--- config.mk ---
export PLATFORM = sky130hd
export DESIGN_NAME = sqrt_settle_monitor_flat
export DESIGN_NICKNAME = d
export VERILOG_FILES = /design/src/rtl/sqrt_settle_monitor_if.sv /design/src/rtl/sqrt_settle_monitor.sv /design/src/flat_wrapper.sv
export SDC_FILE = /design/constraint.sdc
export NUM_CORES = 1
export LEC_CHECK = 0
export CAP_MARGIN = 30
export CELL_PAD_IN_SITES_DETAIL_PLACEMENT = 0
export CELL_PAD_IN_SITES_GLOBAL_PLACEMENT = 1
export CORE_ASPECT_RATIO = 1.25
export CORE_UTILIZATION = 35
export CTS_CLUSTER_SIZE = 30
export DETAILED_ROUTE_END_ITERATION = 8
export GPL_TIMING_DRIVEN = 0
export PLACE_DENSITY = 0.63
export SETUP_SLACK_MARGIN = 0.05
export SLEW_MARGIN = 15
export SYNTH_ARGS = -nofsm -noshare
export SYNTH_HDL_FRONTEND = slang
export SYNTH_SLANG_ARGS = --single-unit
--- constraint.sdc ---
create_clock -name clk_100k -period 8.3 [get_ports clk_100k]
set_input_delay 1.245 -clock clk_100k [delete_from_list [all_inputs] [get_ports clk_100k]]
set_output_delay 1.245 -clock clk_100k [all_outputs]
set_load 0.005 [all_outputs]
--- src/rtl/sqrt_settle_monitor_if.sv ---
// Sample/status bundle between the amplifier loop and the settle monitor.
// The master drives the loop-side sample; the slave (the monitor) reports results.
interface sqrt_settle_monitor_if #(
  parameter int C_WIDTH = 16
) ();
  localparam int W = C_WIDTH + 6;

  logic                  enable;
  logic signed [W-1:0]   target;
  logic signed [W-1:0]   root;
  logic [2*W-1:0]        square;
  logic signed [2*W+1:0] error;
  logic                  sample_valid;
  logic                  locked;
  logic                  lock_lost;

  modport master (
    output enable, target, root,
    input  square, error, sample_valid, locked, lock_lost
  );

  modport slave (
    input  enable, target, root,
    output square, error, sample_valid, locked, lock_lost
  );
endinterface

--- src/rtl/sqrt_settle_monitor.sv ---
// Settle monitor for the square-root amplifier loop: squares the captured root
// with a W-step shift-add multiplier, compares root^2 against the target within
// TOL, and asserts locked after LOCK_COUNT consecutive in-tolerance samples.
module sqrt_settle_monitor #(
  parameter int C_WIDTH    = 16,
  parameter int TOL        = 64,
  parameter int LOCK_COUNT = 8
) (
  input  logic                  clk_100k,
  input  logic                  reset_n,
  sqrt_settle_monitor_if.slave  bus
);
  localparam int W  = C_WIDTH + 6;
  localparam int EW = 2 * W + 2;
  localparam int CW = $clog2(W);

  localparam logic [W-1:0]  ONE_W  = {{(W-1){1'b0}}, 1'b1};
  localparam logic [EW-1:0] ONE_E  = {{(EW-1){1'b0}}, 1'b1};
  localparam logic [EW-1:0] TOL_E  = EW'(TOL);
  localparam logic [7:0]    LOCK_C = 8'(LOCK_COUNT);
  localparam logic [CW-1:0] LAST_STEP = CW'(W - 1);

  typedef enum logic [1:0] {
    S_IDLE = 2'd0,
    S_MULT = 2'd1,
    S_DONE = 2'd2
  } state_t;

  state_t r_state;
  state_t w_state_next;

  // Captured sample and multiplier working registers
  logic signed [W-1:0] r_target;
  logic [W-1:0]        r_mplier;
  logic [2*W-1:0]      r_mcand;
  logic [2*W-1:0]      r_acc;
  logic [CW-1:0]       r_bit_cnt;
  logic [7:0]          r_streak;

  // Result registers presented on the bus
  logic [2*W-1:0]      r_square;
  logic signed [EW-1:0] r_error;
  logic                r_sample_valid;
  logic                r_locked;
  logic                r_lock_lost;

  logic [W-1:0]        w_root_abs;
  logic signed [EW-1:0] w_err;
  logic [EW-1:0]       w_err_abs;
  logic                w_in_tol;
  logic [7:0]          w_streak_inc;
  logic                w_last_step;

  // |root| as unsigned W bits; the most negative input maps to 2^(W-1) exactly
  assign w_root_abs = bus.root[W-1] ? (~$unsigned(bus.root) + ONE_W) : $unsigned(bus.root);

  // Error is formed two bits wider than the square so it can never overflow
  assign w_err     = {{(EW-W){r_target[W-1]}}, r_target} - {2'b00, r_acc};
  assign w_err_abs = w_err[EW-1] ? (~$unsigned(w_err) + ONE_E) : $unsigned(w_err);
  assign w_in_tol  = (w_err_abs <= TOL_E);

  // Streak counter saturates so a long settled run keeps locked asserted
  assign w_streak_inc = (r_streak == LOCK_C) ? r_streak : (r_streak + 8'd1);
  assign w_last_step  = (r_bit_cnt == LAST_STEP);

  // State register; asynchronous reset aborts any in-flight sample
  always_ff @(posedge clk_100k or negedge reset_n) begin
    if (!reset_n) r_state <= S_IDLE;
    else          r_state <= w_state_next;
  end

  // Next-state logic: IDLE waits for enable, MULT runs exactly W steps, DONE lasts one cycle
  always_comb begin
    w_state_next = r_state;
    case (r_state)
      S_IDLE:  if (bus.enable) w_state_next = S_MULT;
      S_MULT:  if (w_last_step) w_state_next = S_DONE;
      S_DONE:  w_state_next = S_IDLE;
      default: w_state_next = S_IDLE;
    endcase
  end

  // Datapath: capture, shift-add multiply, then publish result and update lock status
  always_ff @(posedge clk_100k or negedge reset_n) begin
    if (!reset_n) begin
      r_target       <= '0;
      r_mplier       <= '0;
      r_mcand        <= '0;
      r_acc          <= '0;
      r_bit_cnt      <= '0;
      r_streak       <= '0;
      r_square       <= '0;
      r_error        <= '0;
      r_sample_valid <= 1'b0;
      r_locked       <= 1'b0;
      r_lock_lost    <= 1'b0;
    end else begin
      r_sample_valid <= 1'b0;
      r_lock_lost    <= 1'b0;
      case (r_state)
        S_IDLE: begin
          if (bus.enable) begin
            r_target  <= bus.target;
            r_mplier  <= w_root_abs;
            r_mcand   <= {{W{1'b0}}, w_root_abs};
            r_acc     <= '0;
            r_bit_cnt <= '0;
          end
        end
        S_MULT: begin
          if (r_mplier[0]) r_acc <= r_acc + r_mcand;
          r_mcand   <= r_mcand << 1;
          r_mplier  <= r_mplier >> 1;
          r_bit_cnt <= r_bit_cnt + {{(CW-1){1'b0}}, 1'b1};
        end
        S_DONE: begin
          r_square       <= r_acc;
          r_error        <= w_err;
          r_sample_valid <= 1'b1;
          if (w_in_tol) begin
            r_streak <= w_streak_inc;
            if (w_streak_inc == LOCK_C) r_locked <= 1'b1;
          end else begin
            r_streak    <= '0;
            r_locked    <= 1'b0;
            r_lock_lost <= r_locked;
          end
        end
        default: ;
      endcase
    end
  end

  assign bus.square       = r_square;
  assign bus.error        = r_error;
  assign bus.sample_valid = r_sample_valid;
  assign bus.locked       = r_locked;
  assign bus.lock_lost    = r_lock_lost;
endmodule

--- src/flat_wrapper.sv ---
// flat-port wrapper written by rule: the top's interface ports become plain ports
module sqrt_settle_monitor_flat 
#(
  parameter int C_WIDTH    = 16,
  parameter int TOL        = 64,
  parameter int LOCK_COUNT = 8
)
  (clk_100k, reset_n, bus_enable, bus_target, bus_root, bus_square, bus_error, bus_sample_valid, bus_locked, bus_lock_lost);
  sqrt_settle_monitor_if #(.C_WIDTH(C_WIDTH)) bus_i ();
  input  logic clk_100k;
  input  logic reset_n;
  input wire logic [$bits(bus_i.enable)-1:0] bus_enable;
  input wire logic [$bits(bus_i.target)-1:0] bus_target;
  input wire logic [$bits(bus_i.root)-1:0] bus_root;
  output wire logic [$bits(bus_i.square)-1:0] bus_square;
  output wire logic [$bits(bus_i.error)-1:0] bus_error;
  output wire logic [$bits(bus_i.sample_valid)-1:0] bus_sample_valid;
  output wire logic [$bits(bus_i.locked)-1:0] bus_locked;
  output wire logic [$bits(bus_i.lock_lost)-1:0] bus_lock_lost;
  assign bus_i.enable = bus_enable;
  assign bus_i.target = bus_target;
  assign bus_i.root = bus_root;
  assign bus_square = bus_i.square;
  assign bus_error = bus_i.error;
  assign bus_sample_valid = bus_i.sample_valid;
  assign bus_locked = bus_i.locked;
  assign bus_lock_lost = bus_i.lock_lost;
  sqrt_settle_monitor #(.C_WIDTH(C_WIDTH), .TOL(TOL), .LOCK_COUNT(LOCK_COUNT)) u_core (.clk_100k(clk_100k), .reset_n(reset_n), .bus(bus_i));
endmodule
== After elaboration in Yosys (flattened, before gate mapping) ==
Cells that the tools add are included.

* Register bits: 240
* Bits of input ports: 47
* Output and inout port bits: 93
* Logic and storage cells: 58

* Add/subtract/negate cells: 6
* Magnitude comparators: 1
* Eq/ne operators: 9
* Muxes and demuxes: 21
* Bitwise operators: 2
* Reduce and logical (&&, ||, !) cells: 7

{| class="wikitable"
|+ Operators with widths
! cell !! number
|-
| $pmux 44 s2 || 2
|-
| $mux 44 || 3
|-
| $add 46x1->46 const B || 1
|-
| $le 46x7->1 const B || 1
|-
| $mux 46 || 1
|-
| $not 46->46 || 1
|-
| $sub 22x45->46 || 1
|-
| $add 44x44->44 || 1
|-
| $mux 22 || 2
|-
| $pmux 22 s2 || 1
|-
| $add 22x1->22 const B || 1
|-
| $not 22->22 || 1
|-
| $eq 8x4->1 const B || 2
|-
| $mux 8 || 2
|-
| $pmux 5 s2 || 1
|-
| $add 8x1->8 const B || 1
|-
| $reduce_and 2->1 || 4
|-
| $add 5x1->5 const B || 1
|-
| $eq 5x5->1 const B || 1
|-
| $mux 1 || 5
|-
| $mux 5 || 1
|-
| $mux 2 || 2
|-
| $ne 2x1->1 const B || 2
|-
| $ne 2x2->1 const B || 2
|-
| 6 further kinds || 6
|}

== Logic depth before layout (Yosys ltp) ==
* Depth after elaboration: 7
* Depth in mapped cells: 18
* Depth with buffers taken out: 17

== Worst setup path after synthesis ==
OpenSTA, ideal clock, no wires.

* Path type: reg-to-reg
* Start point: register u_core.r_acc[0]
* End point: register u_core.r_lock_lost, in the netlist u_core.bus.lock_lost
* Library setup time: 0.120 ns
* Arrival: 4.882 ns
* Required time: 8.180 ns
* Setup slack: 3.298 ns
* Stages on the path, launching flop included: 18
* Path buffers: 1
* Clock period less this slack: 5.002 ns
* Cell sequence: dfrtp_1 -> ha_1 -> fa_1 -> nand2b_2 -> a211oi_4 -> o211ai_4 -> a21oi_1 -> o21ai_0 -> a311oi_4 -> nand4_2 -> or4_1 -> buf_2 -> or4_1 -> a221oi_2 -> nand4_1 -> nor4_4 -> nand3_4 -> and3_1

* Cells in the longest elaborated chain, start to end: 7

{| class="wikitable"
|+ RTL lines
! what !! RTL line !! source
|-
| start, declared || sqrt_settle_monitor.sv:36 || <nowiki>logic [2*W-1:0] r_acc;</nowiki>
|-
| start signal, assigned || sqrt_settle_monitor.sv:111 || <nowiki>if (r_mplier[0]) r_acc <= r_acc + r_mcand;</nowiki>
|-
| $sub 22x45->46 * || sqrt_settle_monitor.sv:58 || <nowiki>assign w_err = {{(EW-W){r_target[W-1]}}, r_target} - {2'b00, r_acc};</nowiki>
|-
| $not 46->46 || sqrt_settle_monitor.sv:59 || <nowiki>assign w_err_abs = w_err[EW-1] ? (~$unsigned(w_err) + ONE_E) : $unsigned(w_err);</nowiki>
|-
| $add 46x1->46 || sqrt_settle_monitor.sv:59 ||
|-
| $mux 46 * || sqrt_settle_monitor.sv:59 ||
|-
| $le 46x7->1 * || sqrt_settle_monitor.sv:60 || <nowiki>assign w_in_tol = (w_err_abs <= TOL_E);</nowiki>
|-
| $mux 1 * || sqrt_settle_monitor.sv:120 || <nowiki>if (w_in_tol) begin</nowiki>
|-
| $mux 1 * || sqrt_settle_monitor.sv:100 || <nowiki>case (r_state)</nowiki>
|-
| end signal, assigned || sqrt_settle_monitor.sv:126 || <nowiki>r_lock_lost <= r_locked;</nowiki>
|-
| end, declared || sqrt_settle_monitor.sv:45 || <nowiki>logic r_lock_lost;</nowiki>
|}

Mark *: on every way between the ends. The rest lies on a longest branch, timed or not.
A chain may end at the register's enable or synchronous reset.

== Final worst setup path ==
* Start point: register u_core.r_target[21]
* End point: register u_core.r_lock_lost, in the netlist u_core.bus.lock_lost

* Cells in the longest elaborated chain, start to end: 7

{| class="wikitable"
|+ RTL lines
! what !! RTL line !! source
|-
| start, declared || sqrt_settle_monitor.sv:33 || <nowiki>logic signed [W-1:0] r_target;</nowiki>
|-
| start signal, assigned || sqrt_settle_monitor.sv:103 || <nowiki>r_target <= bus.target;</nowiki>
|-
| $sub 22x45->46 * || sqrt_settle_monitor.sv:58 ||
|-
| $not 46->46 || sqrt_settle_monitor.sv:59 ||
|-
| $add 46x1->46 || sqrt_settle_monitor.sv:59 ||
|-
| $mux 46 * || sqrt_settle_monitor.sv:59 ||
|-
| $le 46x7->1 * || sqrt_settle_monitor.sv:60 ||
|-
| $mux 1 * || sqrt_settle_monitor.sv:120 ||
|-
| $mux 1 * || sqrt_settle_monitor.sv:100 ||
|}

Marks and branches as above.

==> summary.json <==
{
  "cts.clk_slew.worst_paths_ns": 0.06,
  "power.leakage_nw": 8.52,
  "share_of_the_synthesized_area_in_the_top_cell_type": 0.368,
  "cts-buffers-inserted": 28,
  "drt.antenna.violating_nets": 0,
  "critical_path.reg2reg.endpoint": "u_core.bus.lock_lost",
  "min_from": "u_core.bus.error[41]",
  "stdcell_area_um2": 19500,
  "yosys_warnings": 0,
  "die_w_um": 195,
  "core_region_area_um2": 46100,
  "yosysSeqAreaShare": 0.368,
  "detail_route.wirelength_um": 50700,
  "area_delta_synth_final_pct": 19.6,
  "reg2reg_slack_ns": 2.04,
  "post_cts.resized_instances": 0,
  "clock_latency_ns": 0.56,
  "grt_overflow": 0,
  "p_per_area_nw_per_um2": 496,
  "clock-root-buffer": "sky130_fd_sc_hd__clkbuf_16",
  "first_iter_violations": 613,
  "tritoncts": "built",
  "final_cell_mix": "384 x sky130_fd_sc_hd__nand2_1, 240 x sky130_fd_sc_hd__dfrtp_1, 207 x sky130_fd_sc_hd__o21ai_0",
  "placement.io_buffers": 139,
  "rsz_0062_raised_after_global_routing": "false",
  "holdBufCountCts": 0,
  "num_vias": 14700,
  "antenna_found_initial": 0,
  "layout-drive-gt1-share": 0.0457,
  "number_of_ports_placed_on_the_die_boundary": 140,
  "design.die.area_um2": 47500,
  "setup_violators_final": 0,
  "layout.core_utilization": 0.423,
  "first_global_vias": 14600,
  "hp-class": "flip-flop to flip-flop",
  "crit_path_max_fanout": 23,
  "place_area_um2": 18500,
  "worstPathRequired_ns": 8.75,
  "relSlewSlack": 0.357,
  "wire_length_of_the_first_global_routing_pass_um": 80600,
  "timing.critical_path.to_type": "flip-flop",
  "crit-reg2reg-launch": "u_core.r_target[21]",
  "worst_pin_slew_ns": 0.965,
  "1st_pass_router_iterations": 5,
  "finalCriticalPeriod_ns": 6.26,
  "clock-sinks": 240,
  "setup.worst_path.start_class": "flip-flop",
  "crit_arrival_ns": 6.72,
  "synth_async_sr_flop_share": 1.00,
  "postSynthRegisterBits": 240,
  "ir_worst_vdd_uv": 208,
  "totalNegativeSetupSlack_ns": 0,
  "hold_depth": 2,
  "insertedDiodeCount": 0,
  "classification_of_the_worst_setup_path": "flip-flop to flip-flop",
  "grt_start_max_net_pins": 98,
  "post_synth_main_area_contributors": "sky130_fd_sc_hd__dfrtp_1 37%, sky130_fd_sc_hd__nand2_1 8.8%, sky130_fd_sc_hd__ha_1 7.2%",
  "maxSlewViolCount": 0,
  "synth_area_um2": 16300,
  "h-tree-depth": 1,
  "num_rows": 88,
  "outcome": "finished, final reports clean",
  "number_of_buffers_between_clock_root_and_the_deepest_sink": 3,
  "floorplan_die_height_um": 243,
  "final_hold_viol_count": 0,
  "dp.final_hpwl_um": 40500,
  "post-cts-setup-buffers": 0,
  "worstHoldEndpoint": "u_core.bus.error[41]",
  "mappedNetlistNets": 2093,
  "globalRouteTotalUtil": 0.213,
  "detail_route.vias_per_cell": 5.40,
  "drt_drc_violations_left": 0,
  "wire_per_inst_um": 18.6,
  "number_of_enable_type_register_cells_in_the_synthesized_netlist": 0,
  "mean_instance_size_in_the_synthesized_netlist_um2": 8.37,
  "worstRegToRegCells": 18,
  "synth_cells": 1950,
  "fin_skew_ns": 0.0109,
  "synth_top_flop_cell": "sky130_fd_sc_hd__dfrtp_1",
  "initial_core_util": 0.354,
  "layout_commonest_cell": "sky130_fd_sc_hd__nand2_1",
  "period_share": 0.755,
  "count_of_nets_after_finishing": 2269,
  "synth_area_leader": "sky130_fd_sc_hd__dfrtp_1",
  "max_clock_freq_mhz": 160,
  "synth_cell_type_count": 96,
  "placer_congestion_estimate": 0.880,
  "drv_cap": 0
}
-- layer usage --
metal | up-vias | share of wire | track usage
li1 | 7427 | - | -
met1 | 7021 | 0.44 | 0.267
met2 | 232 | 0.51 | 0.388
met3 | 59 | 0.027 | 0.0202
met4 | 0 | 0.021 | 0.0540
met5 | - | 0 | 0
-- registers in the layout, indices dropped and copies added, names as in the netlist --
| name | count |
|---|---|
| u_core.bus.error | 46 |
| u_core.bus.lock_lost | 1 |
| u_core.bus.locked | 1 |
| u_core.bus.sample_valid | 1 |
| u_core.bus.square | 44 |
| u_core.r_acc | 44 |
| u_core.r_bit_cnt | 5 |
| u_core.r_mcand | 44 |
| u_core.r_mplier | 22 |
| u_core.r_state | 2 |
| u_core.r_streak | 8 |
| u_core.r_target | 22 |
-- where the power goes --
group / leakage, nW / internal, W / total (W) / switching [W]
clock: 0.462 / 0.000776 / 0.00128 / 0.000504
sequential: 2.94 / 0.00154 / 0.00184 / 0.000302
combinational: 5.12 / 0.00241 / 0.00655 / 0.00414
total: 8.52 / 0.00472 / 0.00967 / 0.00495
-- cells in the mapped netlist, drive strengths merged, types with 6 or more instances --
cell     instances
a21o            33
xnor2           45
or2              7
a221o           38
nor2b           12
buf             11
and3            16
nor4            18
a211oi          21
o31ai           17
and2            15
o21bai          12
ha              94
dfrtp          240
inv             73
a211o           10
clkbuf          87
or3             20
nor2            97
and4             8
nand2          384
a31oi           18
nor3            41
a21boi           6
o22ai            7
nand2b          20
o2111ai         11
nand4           28
a21oi          102
o21ai          212
mux2i            6
o211ai          15
xor2            54
o21a            23
nand3           50
a22oi            7
nor4b            6
-- how the worst max path moves through the flow --
stage / from / endpoint / cells past startpoint
3_3_place_gp: reset_n / u_core.r_mplier[3] / 1
6_report: u_core.r_target[21] / u_core.bus.lock_lost / 18
3_5_place_dp: u_core.r_target[21] / u_core.bus.lock_lost / 17
5_1_grt: u_core.r_target[21] / u_core.r_streak[7] / 18
2_1_floorplan: u_core.r_acc[0] / u_core.bus.lock_lost / 17
4_1_cts: u_core.r_target[21] / u_core.bus.lock_lost / 17
-- critical path, stage by stage, from the launching register on --
cell                        delay [ns]
sky130_fd_sc_hd__dfrtp_1          0.48
sky130_fd_sc_hd__buf_16           0.21
sky130_fd_sc_hd__ha_1             0.28
sky130_fd_sc_hd__clkbuf_1         0.31
sky130_fd_sc_hd__and4_1           0.36
sky130_fd_sc_hd__nand4_1          0.21
sky130_fd_sc_hd__o22a_1           0.29
sky130_fd_sc_hd__o2111ai_1        0.26
sky130_fd_sc_hd__nand3_1          0.25
sky130_fd_sc_hd__a211oi_1         0.70
sky130_fd_sc_hd__clkbuf_1         0.45
sky130_fd_sc_hd__clkbuf_1         0.55
sky130_fd_sc_hd__nand4_1          0.15
sky130_fd_sc_hd__or3_1            0.34
sky130_fd_sc_hd__a21oi_1          0.15
sky130_fd_sc_hd__nand4_1          0.16
sky130_fd_sc_hd__nor4_4           0.57
sky130_fd_sc_hd__nand3_4          0.18
sky130_fd_sc_hd__and3_1           0.22
-- through the flow --
stage	total power (W)	hold WS [ns]	worst slack (ns)	std cells
finish	0.00967	0.473	2.04	2730
detailed placement	0.00838	0.465	1.73	2679
global route	0.0106	0.493	1.64	2730
global placement	0.00832	0.461	-4.66	2674
floorplan	0.00651	0.447	3.30	1950
CTS	0.00971	0.480	1.71	2728
-- logic make-up (layout without fill, tap and decap cells) --
family                   Yosys count  after routing  share of synthesized area
AND/OR/NAND/NOR                  744            744                      0.213
AO/OA/AOI/OAI                    591            591                      0.245
flip-flops                       240            240                      0.368
buffers and inverters            171            366                     0.0405
XOR/XNOR                          99             99                     0.0531
adder cells (fa/ha/maj)           96             96                     0.0745
multiplexers                       9              9                    0.00575
-- final cells by class --
type	instances	area, um2
Timing Repair Buffer	146	1500
Sequential cell	240	6010
Fill cell	4718	26600
Multi-Input combinational cell	1539	9670
Tap cell	585	732
Clock buffer	44	872
Clock inverter	5	83.8
Buffer	98	387
Inverter	73	274
Power figures use the tool's default switching activity.
==> edit 1, RTL diff (config.mk and constraints unchanged) <==
Encoding of `state_t`: now one-hot (3 bits for 3 states).
--- a/src/rtl/sqrt_settle_monitor.sv
+++ b/src/rtl/sqrt_settle_monitor.sv
@@ -22,6 +22,6 @@
 
-  typedef enum logic [1:0] {
-    S_IDLE = 2'd0,
-    S_MULT = 2'd1,
-    S_DONE = 2'd2
+  typedef enum logic [2:0] {
+    S_IDLE = 3'b001,
+    S_MULT = 3'b010,
+    S_DONE = 3'b100
   } state_t;
Check against the original RTL: same outputs for any inputs over 10 cycles, from zero or initial values and one cycle with reset_n low; not proved beyond that.
==> edit 1 against the original RTL <==
Setup slack improved by 0.12 ns. First-iteration DRC count increased by 51%. Design area increased by 1.8%. Power decreased by 13%. Routed wire length increased by 5.6%. Clock skew decreased by 0.0036 ns. Sequential cell count increased by 1. Synthesized area increased by 2.1%.
==> edit 1: results <==
export IMPL_outcome="complete, no violations"
export IMPL_synth_xor_area_share_pct=5.150
export IMPL_syn2layout_area_growth_pct=19.29
export IMPL_holdWs_ns=0.4722
export IMPL_ir_drop_uv=249.9
export IMPL_pwr_share_clk_pct=14.6
export IMPL_drive_gt1_share_pct=5.189
export IMPL_slowest_delay_ns=0.61
export IMPL_yosys_top_cells_count="nand2_1 (273), dfrtp_1 (240), o21ai_0 (179)"
export IMPL_hold_path_endpoint="u_core.bus.error[13]$_DFFE_PN0P_"
export IMPL_grt_use_met3_pct=2.012
export IMPL_top_layer_used="met4"
export IMPL_slowest_stage="o21ai_0"
export IMPL_grtUsageTotal_pct=22.09
export IMPL_wl_met2_um=27110
export IMPL_power_leakage_uw=0.008607
export IMPL_pwr_share_comb_pct=66.9
export IMPL_pre_cts_ws_ns=1.946
export IMPL_crit_family="buffers and inverters"
export IMPL_use_met1_pct=27.33
export IMPL_fin_skew_ns=0.007361
export IMPL_placed_cell_area_sq_mm=0.01895
export IMPL_cp_arrival_ns=6.59
export IMPL_grt_max_degree=95
export IMPL_hp_start="u_core.bus.error[13]$_DFFE_PN0P_"
export IMPL_yosys_area_share_adder_pct=7.297
export IMPL_use_met2_pct=40.41
export IMPL_fin_nets=2263
export IMPL_dr_wl_met3_um=1618
export IMPL_worst_slew_pin_slew_ns=0.9486
export IMPL_gp_congestion=0.8784
export IMPL_grt_pass1_wl_um=84400
export IMPL_largest_reg_flops=46
export IMPL_p_int_uw=4092
export IMPL_async_reset_ff_share_pct=100.0
export IMPL_syn_nets=2088
export IMPL_wl_met1_um=23430
export IMPL_worst_path_max_fanout=21
export IMPL_placedCellCount=2726
export IMPL_synth_compound_area_share_pct=24.95
export IMPL_dpl_hpwl_um=42960
export IMPL_routed_via_density=5.509
export IMPL_grt_pass1_vias=15260
export IMPL_p_total_uw=8443
export IMPL_avgRoutedWirePerCell_um=19.30
export IMPL_synth_area_leaders="dfrtp_1 (36%), ha_1 (7.1%), nand2_1 (6.1%)"
export IMPL_drt_initial_drc_count=927
export IMPL_muxShareOfSynthArea_pct=0.6757
export IMPL_worstReg2RegEnd="u_core.bus.lock_lost$_DFF_PN0_"
## edit 1: cell type report
class | count | area share (%)
buffer | 99 | 1.951
clock buffer | 41 | 4.078
clock inverter | 8 | 0.4783
inverter | 77 | 1.454
multi-input combinational | 1528 | 50.08
sequential | 241 | 30.34
tap | 637 | 4.009
timing repair buffer | 145 | 7.609
## edit 1: worst max-delay path by stage
stage          slack [ns]                        endpoint
3_5_place_dp         1.95  u_core.r_streak[1]$_DFFE_PN0P_
4_1_cts              1.91  u_core.bus.lock_lost$_DFF_PN0_
6_report             2.16  u_core.bus.lock_lost$_DFF_PN0_
5_1_grt              1.78  u_core.r_streak[1]$_DFFE_PN0P_
3_3_place_gp        -4.68    u_core.r_acc[31]$_DFFE_PN0P_
2_1_floorplan        3.35  u_core.bus.lock_lost$_DFF_PN0_
==> edit 2, RTL diff (config.mk and constraints unchanged) <==
Made on the original files. `C_WIDTH` is set to 16 in 3 places; all go to 32.
--- a/src/rtl/sqrt_settle_monitor_if.sv
+++ b/src/rtl/sqrt_settle_monitor_if.sv
@@ -3,3 +3,3 @@
 interface sqrt_settle_monitor_if #(
-  parameter int C_WIDTH = 16
+  parameter int C_WIDTH = 32
 ) ();
--- a/src/rtl/sqrt_settle_monitor.sv
+++ b/src/rtl/sqrt_settle_monitor.sv
@@ -4,3 +4,3 @@
 module sqrt_settle_monitor #(
-  parameter int C_WIDTH    = 16,
+  parameter int C_WIDTH    = 32,
   parameter int TOL        = 64,
--- a/src/flat_wrapper.sv
+++ b/src/flat_wrapper.sv
@@ -3,3 +3,3 @@
 #(
-  parameter int C_WIDTH    = 16,
+  parameter int C_WIDTH    = 32,
   parameter int TOL        = 64,
Interface: changed (resized bus_error, bus_root, bus_square and bus_target); port bits go from 140 to 236. The function was not compared with the original's and may differ.
==> edit 2 against the original RTL <==
Setup slack worse by 1.3 ns. Synthesized area up 72%. Routed wire length up 100%. Design area up 73%. Hold slack better by 0.0026 ns. Sequential cell count up 161. Power up 70%. Synthesized cell count up 72%. Critical path type unchanged. Critical endpoint unchanged.
==> edit 2: results <==
export IMPL_multi_input_area_share_pct=50.23
export IMPL_hp_start="u_core.bus.error[47]$_DFFE_PN0P_"
export IMPL_seq_cells=401
export IMPL_antenna_found_initial=1
export IMPL_die_area_sq_mm=0.08159
export IMPL_fin_skew_ns=0.03902
export IMPL_drive_gt1_share_pct=5.292
export IMPL_cts_buffers=45
export IMPL_avgRoutedWirePerCell_um=21.48
export IMPL_pre_cts_ws_ns=0.4428
export IMPL_slowest_stage="a2111oi_4"
export IMPL_multi_input_cells=2646
export IMPL_slowest_delay_ns=0.86
export IMPL_port_buffers=234
export IMPL_outcome="complete, no violations"
export IMPL_drt_initial_drc_count=1712
export IMPL_power_leakage_uw=0.01483
export IMPL_drtPass1Iterations=6
export IMPL_routed_via_density=5.599
export IMPL_signal_buffer_area_fraction_pct=9.578
export IMPL_largest_reg_flops=78
export IMPL_yosysSeqAreaShare_pct=35.64
export IMPL_grt_pass1_wl_um=157400
export IMPL_grt_max_degree=109
export IMPL_seq_area_share_pct=29.79
export IMPL_placed_cell_area_sq_mm=0.03199
export IMPL_grt_pass1_vias=26370
edit 2: cell types whose count changed after synthesis, sizes merged, moves of 39 or more:
cell | unedited run | this run
nand2 | 384 | 562
dfrtp | 240 | 401
o21ai | 212 | 334
a21oi | 102 | 210
nor2 | 97 | 190
a21o | 33 | 102
inv | 73 | 139
clkbuf | 87 | 151
ha | 94 | 158
a221o | 38 | 79
a22o | 3 | 42
xor2 | 54 | 93
edit 2: stage by stage:
stage               cells  hold WS, ns
floorplan            3359       0.4450
global placement     4646       0.4612
detailed placement   4653       0.4699
CTS                  4734       0.4669
global route         4738       0.4841
finish               4738       0.4759
edit 2: per-layer routing:
layer / wire length, um / global-route usage (%) / vias up
li1: - / - / 12870
met1: 45670 / 32.04 / 12900
met2: 49500 / 43.00 / 622
met3: 3627 / 2.424 / 135
met4: 2981 / 7.558 / 0
met5: 0 / 0 / -
edit 2: report_power, final:
part | switching, uW | internal, uW | total (uW)
Sequential | 650 | 2720 | 3370
Combinational | 6960 | 3920 | 10900
Clock | 876 | 1360 | 2240
